## config.mk

```make
export PLATFORM = sky130hd
export DESIGN_NAME = nibble_serial_addsub
export DESIGN_NICKNAME = d
export VERILOG_FILES = /design/src/rtl/nibble_serial_addsub.sv
export SDC_FILE = /design/constraint.sdc
export NUM_CORES = 1
export LEC_CHECK = 0
export BUFFER_PORTS_ARGS = -buffer_cell sky130_fd_sc_hd__buf_2
export CAP_MARGIN = 10
export CORE_MARGIN = 2
export CORE_UTILIZATION = 55
export CTS_BUF_LIST = sky130_fd_sc_hd__clkbuf_8
export DETAILED_ROUTE_END_ITERATION = 8
export HOLD_SLACK_MARGIN = 0.03
export PLACE_DENSITY = 0.83
export REMOVE_ABC_BUFFERS = 1
export SLEW_MARGIN = 20
export SYNTH_ARGS = -nofsm -noshare
export SYNTH_HDL_FRONTEND = slang
export SYNTH_SLANG_ARGS = --single-unit
```

## constraint.sdc

```tcl
create_clock -name clk -period 3.9 [get_ports clk]
set_clock_uncertainty 0.1 [all_clocks]
set_input_delay 0.39 -clock clk [delete_from_list [all_inputs] [get_ports clk]]
set_output_delay 0.39 -clock clk [all_outputs]
set_load 0.03 [all_outputs]
```

## src/rtl/nibble_serial_addsub.sv

```systemverilog
// Multi-nibble add/subtract: a 4-bit ripple slice is reused once per clock,
// least-significant nibble first, with the carry/borrow held in a flop between nibbles.
module nibble_serial_addsub #(
  parameter int WIDTH = 8
) (
  input  logic             clk,
  input  logic             rst,
  input  logic             in_valid,
  output logic             in_ready,
  input  logic [WIDTH-1:0] a,
  input  logic [WIDTH-1:0] b,
  input  logic             mode,
  output logic             out_valid,
  input  logic             out_ready,
  output logic [WIDTH-1:0] s,
  output logic             cout,
  output logic             ovf,
  output logic             zero
);

  // state | meaning
  // IDLE  | waiting for an operand set, in_ready = 1
  // CALC  | one nibble processed per cycle, LS nibble first
  // DONE  | result and flags held, out_valid = 1 until out_ready
  typedef enum logic [1:0] {IDLE, CALC, DONE} state_t;

  localparam int NIBBLES = WIDTH / 4;
  localparam int IW      = (NIBBLES > 1) ? $clog2(NIBBLES) : 1;

  state_t           state_q, state_d;
  logic [WIDTH-1:0] a_r, b_r, s_q, s_next;
  logic             mode_r, carry_q, cout_q, ovf_q, zero_q;
  logic [IW-1:0]    idx_q, idx_nxt;
  logic             last;
  logic [3:0]       na, nb, sum;
  logic             c, c_msb;

  assign last    = (idx_q == IW'(NIBBLES - 1));
  assign idx_nxt = last ? '0 : idx_q + 1'b1;

  // 4-bit ripple slice built from full-adder equations; c_msb is the carry into slice bit 3
  always_comb begin
    na     = a_r[idx_q*4 +: 4];
    nb     = b_r[idx_q*4 +: 4] ^ {4{mode_r}};
    sum    = '0;
    c      = carry_q;
    c_msb  = 1'b0;
    for (int i = 0; i < 4; i++) begin
      sum[i] = na[i] ^ nb[i] ^ c;
      if (i == 3) c_msb = c;
      c = (na[i] & nb[i]) | (c & (na[i] ^ nb[i]));
    end
    s_next = s_q;
    s_next[idx_q*4 +: 4] = sum;
  end

  always_comb begin
    state_d = state_q;
    case (state_q)
      IDLE:    if (in_valid) state_d = CALC;
      CALC:    if (last) state_d = DONE;
      DONE:    if (out_ready) state_d = IDLE;
      default: state_d = IDLE;
    endcase
  end

  always_ff @(posedge clk) begin
    if (rst) state_q <= IDLE;
    else     state_q <= state_d;
  end

  always_ff @(posedge clk) begin
    if (rst) begin
      a_r     <= '0;
      b_r     <= '0;
      mode_r  <= 1'b0;
      carry_q <= 1'b0;
      idx_q   <= '0;
      s_q     <= '0;
      cout_q  <= 1'b0;
      ovf_q   <= 1'b0;
      zero_q  <= 1'b0;
    end else begin
      case (state_q)
        IDLE: if (in_valid) begin
          a_r     <= a;
          b_r     <= b;
          mode_r  <= mode;
          carry_q <= mode;
          idx_q   <= '0;
        end
        CALC: begin
          s_q     <= s_next;
          carry_q <= c;
          idx_q   <= idx_nxt;
          if (last) begin
            cout_q <= c;
            ovf_q  <= c_msb ^ c;
            zero_q <= (s_next == '0);
          end
        end
        default: ;
      endcase
    end
  end

  assign in_ready  = (state_q == IDLE);
  assign out_valid = (state_q == DONE);
  assign s         = s_q;
  assign cout      = cout_q;
  assign ovf       = ovf_q;
  assign zero      = zero_q;

endmodule

```

==> results of run 1 <==
==> registers in the layout (all words and copies together) (netlist names) <==
register / cells
a_r: 8
b_r: 8
s: 8
state_q: 2
carry_q: 1
cout: 1
idx_q: 1
mode_r: 1
ovf: 1
zero: 1
==> power breakdown <==
group          internal (W)  switching [W]  total, W
logic             0.0000663      0.0000772  0.000144
registers          0.000349      0.0000200  0.000369
clock network      0.000138       0.000113  0.000251
==> per-layer routing <==
layer / vias up / part of all wire / track usage / wire, um
met3: 6 / 0.064 / 0.0796 / 167
li1: 543 / - / - / -
met2: 34 / 0.48 / 0.299 / 1270
met4: 0 / 0.024 / 0.108 / 62
met1: 507 / 0.43 / 0.225 / 1120
met5: - / 0 / 0 / 0
==> worst register-to-register path: cells and delay by family (launching register included) <==
| kind | cells | cell delay [ns] |
|---|---|---|
| flip-flops | 1 | 0.68 |
| multiplexers | 1 | 0.42 |
| AND/OR/NAND/NOR | 2 | 0.46 |
| AO/OA/AOI/OAI | 1 | 0.13 |
| adder cells (fa/ha/maj) | 4 | 1.48 |
| buffers and inverters | 2 | 0.13 |
==> Yosys cell counts <==
master    instances  area [um^2]
nor4_1            1         6.26
nand2_1          11         41.3
nand2b_1          1         6.26
fa_1              4         80.1
nor2_1           27          101
nand3_1           1         5.00
o311a_1           1         10.0
xor2_1            1         8.76
and2b_1           1         7.51
nand3b_1          1         7.51
buf_2             3         15.0
clkbuf_1          3         11.3
o21ai_0           1         5.00
buf_6             2         22.5
o21bai_1          1         7.51
buf_12            1         20.0
dfxtp_1          32          641
mux2i_1          25          250
inv_1             4         15.0
nor4b_1           1         8.76
nor3b_2           1         12.5
mux2_2            3         33.8
and3b_1           1         8.76
a21oi_1           9         45.0
xnor2_1           4         35.0
a211oi_1          2         15.0
nor3b_1           1         7.51
nor3b_4           1         18.8
==> how the worst max path moves through the flow <==
stage                     start  endpoint
after floorplan           idx_q      zero
after global placement    idx_q      zero
after detailed placement  idx_q      zero
after CTS                 idx_q      zero
after global routing      idx_q      zero
final                     idx_q      zero
==> per-stage QoR <==
stage | utilization | std cells | total power [W] | area (um^2) | worst slack, ns
after floorplan | - | 135 | 0.000475 | 1380 | 0.731
after global placement | 0.641 | 199 | 0.000512 | 1590 | 0.609
after detailed placement | 0.641 | 199 | 0.000520 | 1590 | 0.451
after CTS | 0.677 | 207 | 0.000771 | 1680 | 0.449
after global routing | 0.677 | 207 | 0.000806 | 1680 | 0.237
final | 0.677 | 207 | 0.000764 | 1680 | 0.445
==> kinds of logic after synthesis <==
family	synth area share
buffers and inverters	0.0580
AO/OA/AOI/OAI	0.0571
multiplexers	0.196
flip-flops	0.443
AND/OR/NAND/NOR	0.160
XOR/XNOR	0.0303
adder cells (fa/ha/maj)	0.0554
==> layout make-up <==
cell class | count | area, um^2 | area share
clock buffers | 6 | 82.6 | 0.0492
clock inverters | 2 | 7.51 | 0.00447
inverters | 4 | 15.0 | 0.00895
multi-input cells | 99 | 722 | 0.430
flip-flops and latches | 32 | 641 | 0.382
well taps | 30 | 37.5 | 0.0224
repair buffers | 34 | 173 | 0.103
==> results.ini, run 1 <==
[outcome]
status=completed

[hold_path]
hp-start=b[0]
min_to=b_r[0]
holdCritPathClass=input port to flip-flop
whs_path_depth=3

[die]
rows=18
io_pins=34
start_util=0.584
coreArea_um2=2480
die_h_um=55.3
fp.dieW_um=55.3
dieArea_um2=3060

[cts]
cts_tree=yes
path_clk_slew_ns=0.06
h-tree-depth=2
clockRootBuffer=clkbuf_8
clk_latency_ns=0.28
cts.sink_count=32
cts.path.max_buffers=2
ctsHoldBuffers=0
cts_resized=0
postCtsSetupBuffers=0
cts_buffers=5

[layout]
layout.nets=201
syn2layout_area_growth_pct=16.0
antennaDiodeCount=0
fill_cells=206
most-common-layout-cells=buf_2 (33), dfxtp_1 (32), nor2_1 (27)
final_common_cell=buf_2
drive_above_1_share=0.254

[synthesis]
synth.avg_cell_area_um2=10.0
synth_area_um2=1450
synth.distinct_cells=28
synth.ff_latch_count=32
ys_seq_area_frac=0.443
syn-instance-count=144
ys.warnings.count=0

[sta]
final_hold_viol_count=0
tightestPinTransition_ns=0.570
fin_setup_tns_ns=0
relSlewSlack=0.619
fin_hold_ws_ns=0.239
setup_violations=0
max_clock_freq_ghz=0.289
fin_crit_sh=0.886
maxSlewViolCount=0
min_period_ns=3.46
rsz0062_at_grt=no

[place]
gp_congestion=0.739
io_buffers=33
post-dp-hpwl_um=1950

[power_and_ir_drop]
p_per_area_nw_per_um2=455
p_leak_nw=0.747
ir_drop_uv=392

[routing]
drc=0
detail-route-antenna-nets=0
drt_iter0_drc=26
vias=1090
avgRoutedWirePerCell_um=12.6
vias_per_cell=5.27
first_pass_iters=4
routed_wl_um=2620

[worst_setup_path]
critPathRequiredTime_ns=4.02
critPathKind=flip-flop to flip-flop
start_kind=flip-flop
r2r-start=idx_q
r2r_end=zero
cp_slowest_stage_delay_ns=0.68
reg2regPathDepth=10
crit_top_cell=fa_1
cp_slowest_cell=dfxtp_1
crit_cells=10
critical_path.cell_chain=mux2_2 -> fa_1 -> fa_1 -> inv_1 -> fa_1 -> inv_1 -> fa_1 -> nor4b_1 -> nand3_1 -> a21oi_1
r2r_setup_slack_ns=0.44
endpoint_kind=flip-flop
cp_max_fo=12
crit_buf_inv=2
arrival_ns=3.57
cpLargestDelayFamily=adder cells

[grt]
grt_max_degree=33
grt_pass1_wl_um=4530
grt_pass1_vias=1073
grtUsageTotal=0.193
antenna_found_initial=0
overflow=0

[run]
maxCapViolations=0

(Power assumes the default switching activity.)
==> inputs of run 2 (changes only) <==
--- a/config.mk
+++ b/config.mk
@@ -5,6 +5,7 @@
 export SDC_FILE = /design/constraint.sdc
 export NUM_CORES = 1
 export LEC_CHECK = 0
+export ABC_AREA = 1
 export BUFFER_PORTS_ARGS = -buffer_cell sky130_fd_sc_hd__buf_2
 export CAP_MARGIN = 10
 export CORE_MARGIN = 2
==> constraint.sdc (replaced) <==
create_clock -name clk -period 3.95 [get_ports clk]
set_clock_uncertainty 0.1 [all_clocks]
set_input_delay 0.395 -clock clk [delete_from_list [all_inputs] [get_ports clk]]
set_output_delay 0.395 -clock clk [all_outputs]
set_load 0.03 [all_outputs]
==> run 2 against run 1 <==
  * Register-to-register slack gained 0.32 ns
  * Synthesized area grew 0.87%
  * Sequential power is essentially flat
  * Combinational power grew 14%
  * Non-clock buffer count shrank 1
  * Via count grew 11%
  * Critical endpoint unchanged
==> results.ini, run 2 <==
[die]
dieArea_um2=3080
rows=18
die_h_um=55.5
start_util=0.584
fp.dieW_um=55.5
coreArea_um2=2500
io_pins=34

[layout]
fill_cells=216
most-common-layout-cells=nor2_1 (42), nand2_1 (40), buf_2 (33)
layout.nets=253
regArea_um2=641
finish.utilization=0.670
final_common_cell=nor2_1
drive_above_1_share=0.197
multiInputGateArea_um2=673
syn2layout_area_growth_pct=14.8
antennaDiodeCount=0

[sta]
setup_violations=0
fin_setup_tns_ns=0
final_hold_viol_count=0
fin_hold_ws_ns=0.261
maxSlewViolCount=0
worst_slack_ns=0.761
relSlewSlack=0.711
max_clock_freq_ghz=0.314
rsz0062_at_grt=no
fin_crit_sh=0.807
min_period_ns=3.19
tightestPinTransition_ns=0.434

[grt]
overflow=0
antenna_found_initial=0
grt_pass1_vias=1058
grt_max_degree=22
grt_pass1_wl_um=4390
grtUsageTotal=0.183

[synthesis]
synth_mux_area_frac=0.00686
synth_top_family_by_area=simple AND/OR/NAND/NOR gates
synth_compound_area_frac=0.120
synth_edf_count=0
synth.avg_cell_area_um2=7.44
synth_top_area_cell=dfxtp_1
synthTopCellsByCount=nor2_1 (42), nand2_1 (40), dfxtp_1 (32), o21ai_0 (21), inv_1 (18)
ys.warnings.count=0
synth_top_area_frac=0.439
ys_dominant_reg_cell=dfxtp_1
syn-instance-count=196
synth.ff_latch_count=32
ys_seq_area_frac=0.439
synth.distinct_cells=22
yosysMostFrequentCell=nor2_1
synth_area_um2=1460
yosys.area_share.simple=0.250
synthArstFlopShare=0
synthTopCellsByArea=dfxtp_1 (44%), nor2_1 (11%), nand2_1 (10%)
synthAdderAreaFrac=0.0549
synthXorXnorAreaFrac=0.0300

[worst_setup_path]
cp_slowest_cell=dfxtp_1
r2r_end=zero
critical_path.cell_chain=inv_2 -> nand2_1 -> nand2_1 -> xor2_1 -> fa_1 -> fa_1 -> inv_1 -> fa_1 -> inv_1 -> fa_1 -> inv_1 -> nand2_1 -> nor2_1 -> nand3_1 -> a21oi_1
cp_slowest_stage_delay_ns=0.59
start_kind=flip-flop
cpLargestDelayFamily=adder cells
r2r_setup_slack_ns=0.76
arrival_ns=3.30
critPathRequiredTime_ns=4.06
r2r-start=idx_q
reg2regPathDepth=15
crit_top_cell=fa_1
crit_buf_inv=4
cp_max_fo=12
endpoint_kind=flip-flop
critPathKind=flip-flop to flip-flop

[routing]
drc=0
vias_per_cell=4.70
detail-route-antenna-nets=0
top_layer=met4
met3WireLength_um=148
wl_met2_um=1140
first_pass_iters=4
vias=1212
avgRoutedWirePerCell_um=9.79
drt_iter0_drc=21
m1WireLength_um=1200
routed_wl_um=2530

[place]
post-dp-hpwl_um=1920
io_buffers=33
gp_congestion=0.900
dp_slack_ns=0.826

[hold_path]
whs_path_depth=3
min_to=a_r[4]
hp-start=a[4]
holdCritPathClass=input port to flip-flop

[outcome]
status=completed

[cts]
clk_latency_ns=0.28
postCtsSetupBuffers=0
ctsHoldBuffers=0
cts.sink_count=32
clockRootBuffer=clkbuf_8
cts.path.max_buffers=2
h-tree-depth=2
cts_buffers=5
cts_resized=0
cts_tree=yes
path_clk_slew_ns=0.06

[run]
maxCapViolations=0

[power_and_ir_drop]
ir_drop_uv=322
p_leak_nw=0.834
p_per_area_nw_per_um2=451

run 2: cell count changes after synthesis, sizes merged, moves of 3 or more:
| cell | previous run | this run |
|---|---|---|
| nor2 | 27 | 44 |
| mux2i | 25 | 1 |
| o21ai | 1 | 24 |
| mux2 | 3 | 0 |
| inv | 4 | 20 |
| nor3b | 3 | 0 |
| nand2 | 11 | 42 |
| nand3 | 1 | 4 |
run 2: how the worst max path moves through the flow:
stage               start  endpoint  slack (ns)  cells after the start
finish              idx_q      zero        0.76                     15
global route        idx_q      zero        0.53                     15
CTS                 idx_q      zero        0.79                     15
detailed placement  idx_q      zero        0.83                     15
global placement    idx_q      zero        0.91                     15
floorplan           idx_q      zero        1.05                     15
run 2: power by group:
| part | leakage [nW] | total [W] | internal, W | switching [W] |
|---|---|---|---|---|
| Sequential | 0.263 | 0.000367 | 0.000349 | 0.0000177 |
| Clock | 0.0452 | 0.000225 | 0.000117 | 0.000108 |
| Combinational | 0.525 | 0.000164 | 0.0000615 | 0.000103 |
| Total | 0.834 | 0.000756 | 0.000527 | 0.000229 |
run 2: cell type report:
type	instances	area share
timing repair buffer	33	0.0987
inverter	20	0.0478
tap	30	0.0224
sequential	32	0.383
multi-input combinational	136	0.402
clock buffer	5	0.0411
clock inverter	2	0.00523
run 2: kinds of logic (layout without fill, tap and decap cells):
logic type | after synthesis | in the layout
fa+ha+maj | 4 | 4
mux | 1 | 1
simple gates | 91 | 91
xor+xnor | 5 | 5
compound gates | 35 | 35
flops | 32 | 32
buf+inv | 28 | 60
run 2: tightest hold or removal path: cells and delay by family:
family	cells	cell delay (ns)
AND/OR/NAND/NOR	1	0.07
buffers and inverters	1	0.07
AO/OA/AOI/OAI	1	0.07
run 2: routing by layer:
metal	GRT usage	vias to the layer above
met4	0.0767	0
met5	0	-
met2	0.281	31
li1	-	667
met3	0.0796	5
met1	0.224	509
run 2: per-stage QoR:
stage | total power (W) | area (um^2) | std cells
after detailed placement | 0.000541 | 1600 | 251
final | 0.000756 | 1670 | 258
after floorplan | 0.000494 | 1390 | 188
after global placement | 0.000537 | 1600 | 251
after CTS | 0.000763 | 1670 | 258
after global routing | 0.000804 | 1670 | 258
==> inputs of run 3 (changes only) <==
--- a/config.mk
+++ b/config.mk
@@ -5,7 +5,7 @@
 export SDC_FILE = /design/constraint.sdc
 export NUM_CORES = 1
 export LEC_CHECK = 0
-export ABC_AREA = 1
+export ABC_AREA = 0
 export BUFFER_PORTS_ARGS = -buffer_cell sky130_fd_sc_hd__buf_2
 export CAP_MARGIN = 10
 export CORE_MARGIN = 2
==> constraint.sdc (replaced) <==
create_clock -name clk -period 3 [get_ports clk]
set_clock_uncertainty 0.1 [all_clocks]
set_input_delay 0.3 -clock clk [delete_from_list [all_inputs] [get_ports clk]]
set_output_delay 0.3 -clock clk [all_outputs]
set_load 0.03 [all_outputs]
==> run 3 against run 2 <==
  * First-iteration DRC count fell by 43%
  * Clock-buffer cell count rose by 1
  * Clock power grew 42%
  * Highest routed layer unchanged
==> results.ini, run 3 (synthesis results as in run 1) <==
[outcome]
status=completed

[grt]
overflow=0
grt_pass1_vias=1109
grt_pass1_wl_um=4750
grtUsageTotal=0.201
antenna_found_initial=0
grt_max_degree=33

[layout]
antennaDiodeCount=0
most-common-layout-cells=buf_2 (33), dfxtp_1 (31), nor2_1 (27)
final_common_cell=buf_2
layout.nets=209
finish.utilization=0.712
drive_above_1_share=0.330
fill_cells=195
syn2layout_area_growth_pct=21.9

[sta]
setup_violations=0
fin_crit_sh=0.975
min_period_ns=2.93
fin_setup_tns_ns=0
rsz0062_at_grt=yes
tightestPinTransition_ns=0.553
final_hold_viol_count=0
relSlewSlack=0.631
max_clock_freq_ghz=0.342
maxSlewViolCount=0
fin_hold_ws_ns=0.157

[die]
start_util=0.584
io_pins=34
fp.dieW_um=55.3
rows=18
dieArea_um2=3060
die_h_um=55.3
coreArea_um2=2480

[routing]
detail-route-antenna-nets=0
vias_per_cell=5.12
first_pass_iters=4
drt_iter0_drc=12
routed_wl_um=2880
vias=1101
drc=0
avgRoutedWirePerCell_um=13.4

[place]
post-dp-hpwl_um=2070
io_buffers=33
gp_congestion=0.743

[worst_setup_path]
critPathRequiredTime_ns=3.10
r2r_end=zero
r2r_setup_slack_ns=0.07
arrival_ns=3.03
cp_max_fo=5
reg2regPathDepth=11
start_kind=flip-flop
r2r-start=idx_q
critPathKind=flip-flop to flip-flop
endpoint_kind=flip-flop

[cts]
clk_latency_ns=0.28
h-tree-depth=2
path_clk_slew_ns=0.06
cts.path.max_buffers=2
clockRootBuffer=clkbuf_8
cts_buffers=5
cts.sink_count=32
cts_tree=yes

[hold_path]
hp-start=b[3]
whs_path_depth=3
min_to=b_r[3]
holdCritPathClass=input port to flip-flop

[power_and_ir_drop]
p_per_area_nw_per_um2=581
ir_drop_uv=443
p_leak_nw=0.786
power.total_w=0.00102

[run]
maxCapViolations=0

[run 3: critical path, stage by stage, from the launching register on]
cell and delay [ns]:
dfxtp_4 0.38, mux2i_1 0.22, xnor2_1 0.11, fa_2 0.35, fa_2 0.34, inv_2 0.07, fa_2 0.20, inv_2 0.04
fa_1 0.51, nor4b_2 0.25, nand3_1 0.12, a21oi_1 0.17
[run 3: power by group]
group	leakage (nW)	internal (W)	total (W)	switching (W)
registers	0.263	0.000453	0.000475	0.0000216
clock network	0.0538	0.000180	0.000320	0.000141
logic	0.469	0.000111	0.000228	0.000117
[run 3: per-layer routing]
layer,wire length (um),GRT usage
met2,1390,0.340
met4,104,0.129
met3,177,0.0562
met5,0,0
met1,1200,0.219
[run 3: metrics by stage]
step,setup WS (ns),cell area (um^2),cells
finish,0.0741,1760,215
CTS,0.0118,1730,213
global placement,0.0621,1630,205
floorplan,-0.169,1380,135
detailed placement,-0.0604,1630,205
global route,-0.0475,1760,215
[run 3: worst max-delay path by stage]
| stage | startpoint | to | slack (ns) | depth (start not counted) |
|---|---|---|---|---|
| 2_1_floorplan | idx_q | zero | -0.17 | 10 |
| 3_3_place_gp | idx_q | zero | 0.06 | 10 |
| 3_5_place_dp | idx_q | zero | -0.06 | 10 |
| 4_1_cts | idx_q | zero | 0.01 | 10 |
| 5_1_grt | idx_q | zero | -0.05 | 11 |
| 6_report | idx_q | zero | 0.07 | 11 |
[run 3: timing repair]
item,4_1_cts,5_1_grt
pin swaps,0,4
resized for setup,2,8
hold buffers,0,0
setup buffers,0,2
hold endpoints to repair,0,0
setup endpoints to repair,1,4
[run 3: area by class of cell]
| type | instances | area (um^2) | share of cell area |
|---|---|---|---|
| tap | 30 | 37.5 | 0.0213 |
| sequential | 32 | 644 | 0.366 |
| clock buffer | 6 | 82.6 | 0.0468 |
| inverter | 4 | 15.0 | 0.00852 |
| timing repair buffer | 42 | 233 | 0.132 |
| multi-input combinational | 99 | 743 | 0.422 |
| clock inverter | 2 | 7.51 | 0.00426 |
